<file path="config.mk">
export PLATFORM = sky130hd
export DESIGN_NAME = store_queue
export DESIGN_NICKNAME = d
export VERILOG_FILES = /design/src/rtl/store_queue.sv
export SDC_FILE = /design/constraint.sdc
export NUM_CORES = 1
export LEC_CHECK = 0
export ABC_AREA = 0
export BUFFER_PORTS_ARGS = -buffer_cell sky130_fd_sc_hd__buf_4
export CAP_MARGIN = 20
export CORE_MARGIN = 1
export CORE_UTILIZATION = 60
export DETAILED_ROUTE_END_ITERATION = 7
export GPL_TIMING_DRIVEN = 1
export PLACE_DENSITY = 0.8
export SLEW_MARGIN = 20
export SYNTH_ARGS = -nofsm -noshare
export SYNTH_HDL_FRONTEND = slang
export SYNTH_SLANG_ARGS = --single-unit
</file>
<file path="constraint.sdc">
create_clock -name clk -period 12.9 [get_ports clk]
set_input_delay 1.29 -clock clk [delete_from_list [all_inputs] [get_ports clk]]
set_output_delay 1.29 -clock clk [all_outputs]
set_load 0.1 [all_outputs]
</file>
<file path="src/rtl/store_queue.sv">
// Store queue: buffers committed stores and drains them oldest-first to the D-cache,
// with a combinational youngest-first forwarding lookup for loads.
module store_queue #(
  parameter int DEPTH      = 4,
  parameter int ADDR_WIDTH = 32,
  parameter int DATA_WIDTH = 32
) (
  input  logic                      clk,
  input  logic                      rst_n,
  input  logic                      i_wr_valid,
  input  logic [ADDR_WIDTH-1:0]     i_wr_addr,
  input  logic [DATA_WIDTH-1:0]     i_wr_data,
  output logic                      o_wrote,
  input  logic                      i_fwd_addr_valid,
  input  logic [ADDR_WIDTH-1:0]     i_fwd_addr,
  output logic                      o_fwd_data_valid,
  output logic [DATA_WIDTH-1:0]     o_fwd_data,
  output logic                      o_dc_valid,
  output logic [ADDR_WIDTH-1:0]     o_dc_addr,
  output logic [DATA_WIDTH-1:0]     o_dc_data,
  input  logic                      i_dc_done,
  output logic [$clog2(DEPTH):0]    o_count,
  output logic                      o_full,
  output logic                      o_empty
);

  localparam int IDX_W = $clog2(DEPTH);
  localparam int PTR_W = IDX_W + 1;

  localparam logic [0:0] IDLE = 1'b0;
  localparam logic [0:0] REQ  = 1'b1;

  logic [ADDR_WIDTH-1:0] addr_mem [DEPTH];
  logic [DATA_WIDTH-1:0] data_mem [DEPTH];

  logic [PTR_W-1:0] head;
  logic [PTR_W-1:0] tail;
  logic [IDX_W-1:0] head_idx;
  logic [IDX_W-1:0] tail_idx;
  logic [0:0]       state;
  logic [0:0]       state_next;
  logic             enq;
  logic             deq;
  logic             fwd_hit;
  logic [DATA_WIDTH-1:0] fwd_data;
  logic [IDX_W-1:0] slot;

  assign head_idx = head[IDX_W-1:0];
  assign tail_idx = tail[IDX_W-1:0];

  // Wrap bit distinguishes full from empty when the index bits coincide.
  assign o_count = tail - head;
  assign o_empty = (head == tail);
  assign o_full  = (head_idx == tail_idx) && (head[IDX_W] != tail[IDX_W]);

  assign o_wrote = rst_n && i_wr_valid && !o_full;
  assign enq     = o_wrote;
  assign deq     = (state == REQ) && i_dc_done;

  always_ff @(posedge clk) begin
    if (!rst_n) begin
      head  <= '0;
      tail  <= '0;
      state <= IDLE;
    end else begin
      if (enq) tail <= tail + PTR_W'(1);
      if (deq) head <= head + PTR_W'(1);
      state <= state_next;
    end
  end

  // Entry storage needs no reset: only slots between head and tail are ever observed.
  always_ff @(posedge clk) begin
    if (enq) begin
      addr_mem[tail_idx] <= i_wr_addr;
      data_mem[tail_idx] <= i_wr_data;
    end
  end

  // Entering REQ on the enqueue itself gives the one-cycle enqueue-to-request latency.
  always_comb begin
    state_next = state;
    case (state)
      IDLE: if (!o_empty || enq) state_next = REQ;
      REQ:  if (deq && (o_count == PTR_W'(1)) && !enq) state_next = IDLE;
      default: state_next = IDLE;
    endcase
  end

  assign o_dc_valid = (state == REQ);
  assign o_dc_addr  = o_dc_valid ? addr_mem[head_idx] : '0;
  assign o_dc_data  = o_dc_valid ? data_mem[head_idx] : '0;

  // Scan oldest to youngest so a later match overrides an earlier one.
  always_comb begin
    fwd_hit  = 1'b0;
    fwd_data = '0;
    slot     = '0;
    for (int k = 0; k < DEPTH; k++) begin
      slot = head_idx + IDX_W'(k);
      if ((PTR_W'(k) < o_count) && (addr_mem[slot] == i_fwd_addr)) begin
        fwd_hit  = 1'b1;
        fwd_data = data_mem[slot];
      end
    end
  end

  assign o_fwd_data_valid = rst_n && i_fwd_addr_valid && fwd_hit;
  assign o_fwd_data       = o_fwd_data_valid ? fwd_data : '0;

endmodule

</file>
==> Yosys cells after proc, flatten, opt, wreduce, memory -nomap -nowiden <==
Memory sizes are Yosys's and may differ from the RTL's. A register that Yosys moved wholly into a read port is not among the register bits.
Cells that the tools add are included.
{ "totals": {"regBits": 7, "ramBits": 256, "in_bits": 101, "word_cells": 60, "memories": 2} }
{ "mem_list": {"columns": ["name", "depth", "width", "rd", "rd_ports_with_merged_regs", "wr", "line", "source"], "rows": [
  ["addr_mem", 4, 32, 4, 1, 1, "33", "logic [ADDR_WIDTH-1:0] addr_mem [DEPTH];"],
  ["data_mem", 4, 32, 4, 1, 1, "34", "logic [DATA_WIDTH-1:0] data_mem [DEPTH];"]
]} }
{ "op_classes": {"addsub": 6, "n_lt_le_gt_ge": 4, "n_eq_ne": 8, "muxes": 20, "bitwise": 1, "reduce_logical": 16} }
{ "op_table": {"columns": ["operator", "n"], "rows": [
  ["32-bit 2-to-1 mux", 7],
  ["32-bit equality test", 4],
  ["1-bit logical AND", 12],
  ["1-bit 2-to-1 mux", 8],
  ["2-bit 2-to-1 mux", 4],
  ["3-bit by 1-bit adder with 3-bit output, second input constant", 2],
  ["1-bit by 3-bit less-than comparator with 1-bit output, first input constant", 2],
  ["2-bit by 3-bit less-than comparator with 1-bit output, first input constant", 2],
  ["2-bit adder, second input constant", 2],
  ["3-bit by 1-bit equality test with 1-bit output, second input constant", 1],
  ["3-bit equality test", 1],
  ["1-bit logical NOT", 3],
  ["3-bit subtractor", 1],
  ["2-bit by 1-bit adder with 2-bit output, second input constant", 1],
  ["2-bit equality test", 1],
  ["1-bit one-hot mux with 2 select lines", 1],
  ["1-bit logical OR", 1],
  ["1-bit != test", 1],
  ["1-bit inverter", 1]
]} }

==> Longest topological paths before layout <==
{ "logic_depth": {"depth_word": 9, "ltp_mapped": 15, "mapped_depth_nobuf": 11} }

==> Worst setup path before layout <==
OpenSTA, ideal clock, no wires.
{ "synth_path": {"path_type": "reg2reg", "start": "register head[1]", "end": "memory addr_mem[3][0], enable pin", "setup_ns": 0.430, "t_arrival_ns": 5.574, "required_time_ns": 12.470, "path_slack_ns": 6.896, "stages_incl_launch_ff": 10, "path_buffers": 3, "cell_sequence": "dfxtp_1 clkbuf_1 buf_1 clkbuf_1 inv_1 ha_1 nand2_1 nor2_1 nor2_1 and2_1"} }
{ "synth_between": {"elab_chain_len": 6} }
{ "synth_rtl": {"columns": ["item", "line", "source"], "rows": [
  ["start: declaration", "36", "logic [PTR_W-1:0] head;"],
  ["start signal: assignment", "67", "if (deq) head <= head + PTR_W'(1);"],
  ["2-bit equality test", "54", "assign o_full = (head_idx == tail_idx) && (head[IDX_W] != tail[IDX_W]);"],
  ["1-bit logical AND", "54", null],
  ["named net o_full", "23", "output logic o_full,"],
  ["1-bit logical NOT", "56", "assign o_wrote = rst_n && i_wr_valid && !o_full;"],
  ["1-bit logical AND", "56", null],
  ["named net o_wrote", "13", "output logic o_wrote,"],
  ["1-bit 2-to-1 mux", "74", "if (enq) begin"],
  ["1-bit 2-to-1 mux (not written as such)", "75", "addr_mem[tail_idx] <= i_wr_addr;"],
  ["end: declaration", "33", null]
]} }
The timed path passes the listed nets, and every way through them passes these cells.

==> Worst setup path after layout <==
{ "layout_path": {"start": "register head[0]", "end": "output o_fwd_data[31]"} }
{ "layout_between": {"elab_chain_len": 9, "word_cells_on_any_way": 27} }
{ "layout_rtl": {"columns": ["item", "line", "source"], "rows": [
  ["2-bit by 1-bit adder with 2-bit output or 3-bit subtractor (tied branches)", "100, 52", null],
  ["memory read 4 x 32 bit or 1-bit by 3-bit less-than comparator with 1-bit output (tied branches)", null, null],
  ["32-bit equality test or 1-bit logical AND (tied branches)", "101", "if ((PTR_W'(k) < o_count) && (addr_mem[slot] == i_fwd_addr)) begin"],
  ["1-bit logical AND or 1-bit 2-to-1 mux (tied branches)", "101", null],
  ["1-bit 2-to-1 mux (3 in series)", "101", null],
  ["1-bit logical AND", "108", "assign o_fwd_data_valid = rst_n && i_fwd_addr_valid && fwd_hit;"],
  ["32-bit 2-to-1 mux *", "109", "assign o_fwd_data = o_fwd_data_valid ? fwd_data : '0;"],
  ["end: declaration", "17", "output logic [DATA_WIDTH-1:0] o_fwd_data,"]
]} }
Mark *: on every way between the ends. The rest lies on a longest branch, timed or not.

==> run_results.csv <==
group,metric,value,unit
run_status,result_of_the_run,"finished clean",
sta,max_slew_margin,28.22,%
cts,clock-sinks,265,
worst_setup_path,setup.worst_path.start_class,"flop",
power,worst_ir_drop_vdd,0.1077,mV
route,dr.first_iter.drc_count,1607,
cts,clk_pin_slew,0.06,ns
route,route.detailed.wl_per_inst,27.46,microns
finish,post_route_cells_drive_above_1_share,40.33,%
sta,finalMaxSlewViolations,0,
floorplanning,boundaryPins,205,
route,drt-pass1-iter-count,8,
synthesis,synth_cell_types,53,
floorplanning,die_width,176.6,microns
worst_setup_path,worst-path-max-fanout,98,
sta,rsz_0062_raised_after_global_routing,"false",
cts,clock_root_buffer_master,"sky130_fd_sc_hd__clkbuf_16",
sta,min_period,7.494,ns
synthesis,synth_area_per_cell,14.53,sq um
sta,setup_tns,0,ns
worst_setup_path,cp.required,11.61,ns
synthesis,synth-async-reset-ratio,0,%
worst_setup_path,critical_path_class,"flop to output port",
cts,tritoncts_clock_tree,"yes",
route,vias,12794,
cts,cts_setup_buffers,0,
finish,fillers,2001,
route,route.detailed.vias_per_inst,7.163,
floorplanning,initial_utilization,61.38,%
route,wl_final,49050,microns
global_routing,grt_first_pass_wirelength,74680,microns
route,drt.antenna.violating_nets,0,
route,drt_drc_violations_left,0,
place,port_buffers,204,
synthesis,synth_enable_flop_cells,256,
cts,h-tree-depth,1,
synthesis,syn-instance-count,1259,
sta,part_of_the_cycle_the_worst_path_needs,58.10,%
sta,finalSetupViolCount,0,
place,finalWeightedCongestion,0.9024,
sta,worst-slew-pin-transition,1.077,ns
synthesis,ys_warn_count,0,
synthesis,synth_area_leader_cell,"sky130_fd_sc_hd__edfxtp_1",
sta,fmax,0.1334,GHz
synthesis,yosys-top-cells-area,"sky130_fd_sc_hd__edfxtp_1, sky130_fd_sc_hd__mux4_2, sky130_fd_sc_hd__xnor2_1",
floorplanning,die_area,31180,sq um
global_routing,globalRoute.totalOverflow,0,
synthesis,synth_top_cell_area_share,42.04,%
worst_setup_path,endpoint_kind,"output port",
power,finalPower,2.663,mW
global_routing,grt_antenna_before_repair,2,
job,maxCapViolations,0,
floorplanning,core,29800,sq um
finish,syn2layout_area_growth,13.75,%
hold_path,hp-class,"flop to flop",
synthesis,synth_ff_type,"sky130_fd_sc_hd__edfxtp_1",
cts,clkLatencyLatePin,0.54,ns
sta,endpoints_failing_hold,0,
place,dpl.hpwl,31870,microns
worst_setup_path,crit_arrival,6.20,ns
sta,timing.clock.skew,0.02075,ns
finish,num-nets-final,1485,
floorplanning,die_h,176.6,microns
synthesis,yosysSeqAreaShare,43.02,%
cts,clockBufferDepth,3,
cts,numCtsBuffers,27,
synthesis,netlist_area,18290,sq um
global_routing,number_of_global_route_vias_before_repair,12497,
global_routing,grtUsageTotal,31.87,%
power,cellPowerDensity,128.0,nW/um^2
finish,num_antenna_cells,0,
sta,fin_hold_ws,0.5411,ns
floorplanning,rows,63,
synthesis,synth.ff_latch_count,265,
cts,cts_hold_buf,0,
synthesis,syn_nets,1368,
cts,postCtsResizedCells,0,
power,p_leak,6.471,nW
global_routing,grt_max_degree,99,
-- sequential cells by signal, indices dropped and copies added, names as in the netlist, named ones only --
name	count
tail	3
head	3
o_dc_valid	1
addr_mem	128
data_mem	128
-- where the power goes --
| group | switching [mW] | leakage [nW] | internal, mW |
|---|---|---|---|
| Combinational | 0.503 | 3.60 | 0.307 |
| Clock | 0.331 | 0.471 | 0.521 |
| Sequential | 0.0310 | 2.40 | 0.970 |
| Total | 0.865 | 6.47 | 1.80 |
-- cell families after synthesis --
family	synth area share, %
buffers and inverters	4.659
multiplexers	31.76
flip-flops	43.02
AO/OA/AOI/OAI	7.184
adder cells (fa/ha/maj)	0.5884
AND/OR/NAND/NOR	6.678
XOR/XNOR	6.110
-- stage by stage --
stage / instances / instance area (sq um) / utilization, % / worst slack, ns
finish: 1786 / 20800 / 69.82 / 5.406
global route: 1786 / 20800 / 69.82 / 5.102
detailed placement: 1737 / 19840 / 66.58 / 6.059
CTS: 1786 / 20800 / 69.80 / 5.442
global placement: 1737 / 19840 / 66.57 / 6.202
floorplan: 1259 / 18290 / - / 6.896
-- cell usage in the layout, fill, tap and decap left out, types with 29 or more instances in the layout --
cell type,n
sky130_fd_sc_hd__nand4_1,58
sky130_fd_sc_hd__o21ai_1,33
sky130_fd_sc_hd__mux4_2,243
sky130_fd_sc_hd__inv_1,44
sky130_fd_sc_hd__o21a_1,33
sky130_fd_sc_hd__xnor2_1,118
sky130_fd_sc_hd__o21ai_0,35
sky130_fd_sc_hd__nand2_1,50
sky130_fd_sc_hd__edfxtp_1,256
sky130_fd_sc_hd__and2_1,67
sky130_fd_sc_hd__mux2i_1,29
sky130_fd_sc_hd__a211oi_1,34
sky130_fd_sc_hd__buf_4,220
sky130_fd_sc_hd__a21oi_2,29
-- cell usage after synthesis (30+ instances only) --
cell,instances
sky130_fd_sc_hd__nand2_1,51
sky130_fd_sc_hd__a211oi_1,34
sky130_fd_sc_hd__buf_2,30
sky130_fd_sc_hd__and2_1,72
sky130_fd_sc_hd__mux4_2,243
sky130_fd_sc_hd__o21ai_1,33
sky130_fd_sc_hd__clkbuf_1,66
sky130_fd_sc_hd__nand4_1,58
sky130_fd_sc_hd__o21a_1,33
sky130_fd_sc_hd__o21ai_0,35
sky130_fd_sc_hd__edfxtp_1,256
sky130_fd_sc_hd__xnor2_1,118
sky130_fd_sc_hd__inv_1,44
-- worst max-delay path: stages, from the launching register on --
cell                      delay [ns]
sky130_fd_sc_hd__dfxtp_4        0.69
sky130_fd_sc_hd__ha_4           0.61
sky130_fd_sc_hd__buf_12         0.57
sky130_fd_sc_hd__mux4_2         0.61
sky130_fd_sc_hd__xnor2_1        0.21
sky130_fd_sc_hd__nand4_1        0.17
sky130_fd_sc_hd__nor4_4         0.16
sky130_fd_sc_hd__buf_4          0.51
sky130_fd_sc_hd__and3_2         0.80
sky130_fd_sc_hd__nand2_1        0.14
sky130_fd_sc_hd__a41o_4         0.42
sky130_fd_sc_hd__a21oi_1        0.29
sky130_fd_sc_hd__buf_4          0.34
-- worst paths after layout --
check,from,endpoint,slack (ns),depth (start not counted)
max,head[0],o_fwd_data[31],5.41,12
min,tail[1],tail[1],0.54,2
max reg2reg,head[1],data_mem[2][22],8.75,8
min reg2reg,tail[1],tail[1],0.54,2
-- layer usage --
| layer | up-vias | routed length [microns] | global-route usage, % |
|---|---|---|---|
| li1 | 5298 | - | - |
| met2 | 909 | 23660 | 50.60 |
| met5 | - | 14 | 0 |
| met3 | 139 | 5671 | 5.835 |
| met1 | 6446 | 18040 | 44.62 |
| met4 | 2 | 1667 | 11.24 |
-- area by class of cell --
type | instances | area [sq um] | area share [%]
Multi-Input combinational cell | 815 | 9619 | 46.24
Sequential cell | 265 | 7884 | 37.90
Timing Repair Buffer | 222 | 1683 | 8.090
Clock buffer | 28 | 679.4 | 3.266
Tap cell | 390 | 488.0 | 2.346
Clock inverter | 21 | 280.3 | 1.347
Inverter | 45 | 168.9 | 0.8120
(Power assumes the default switching activity.)
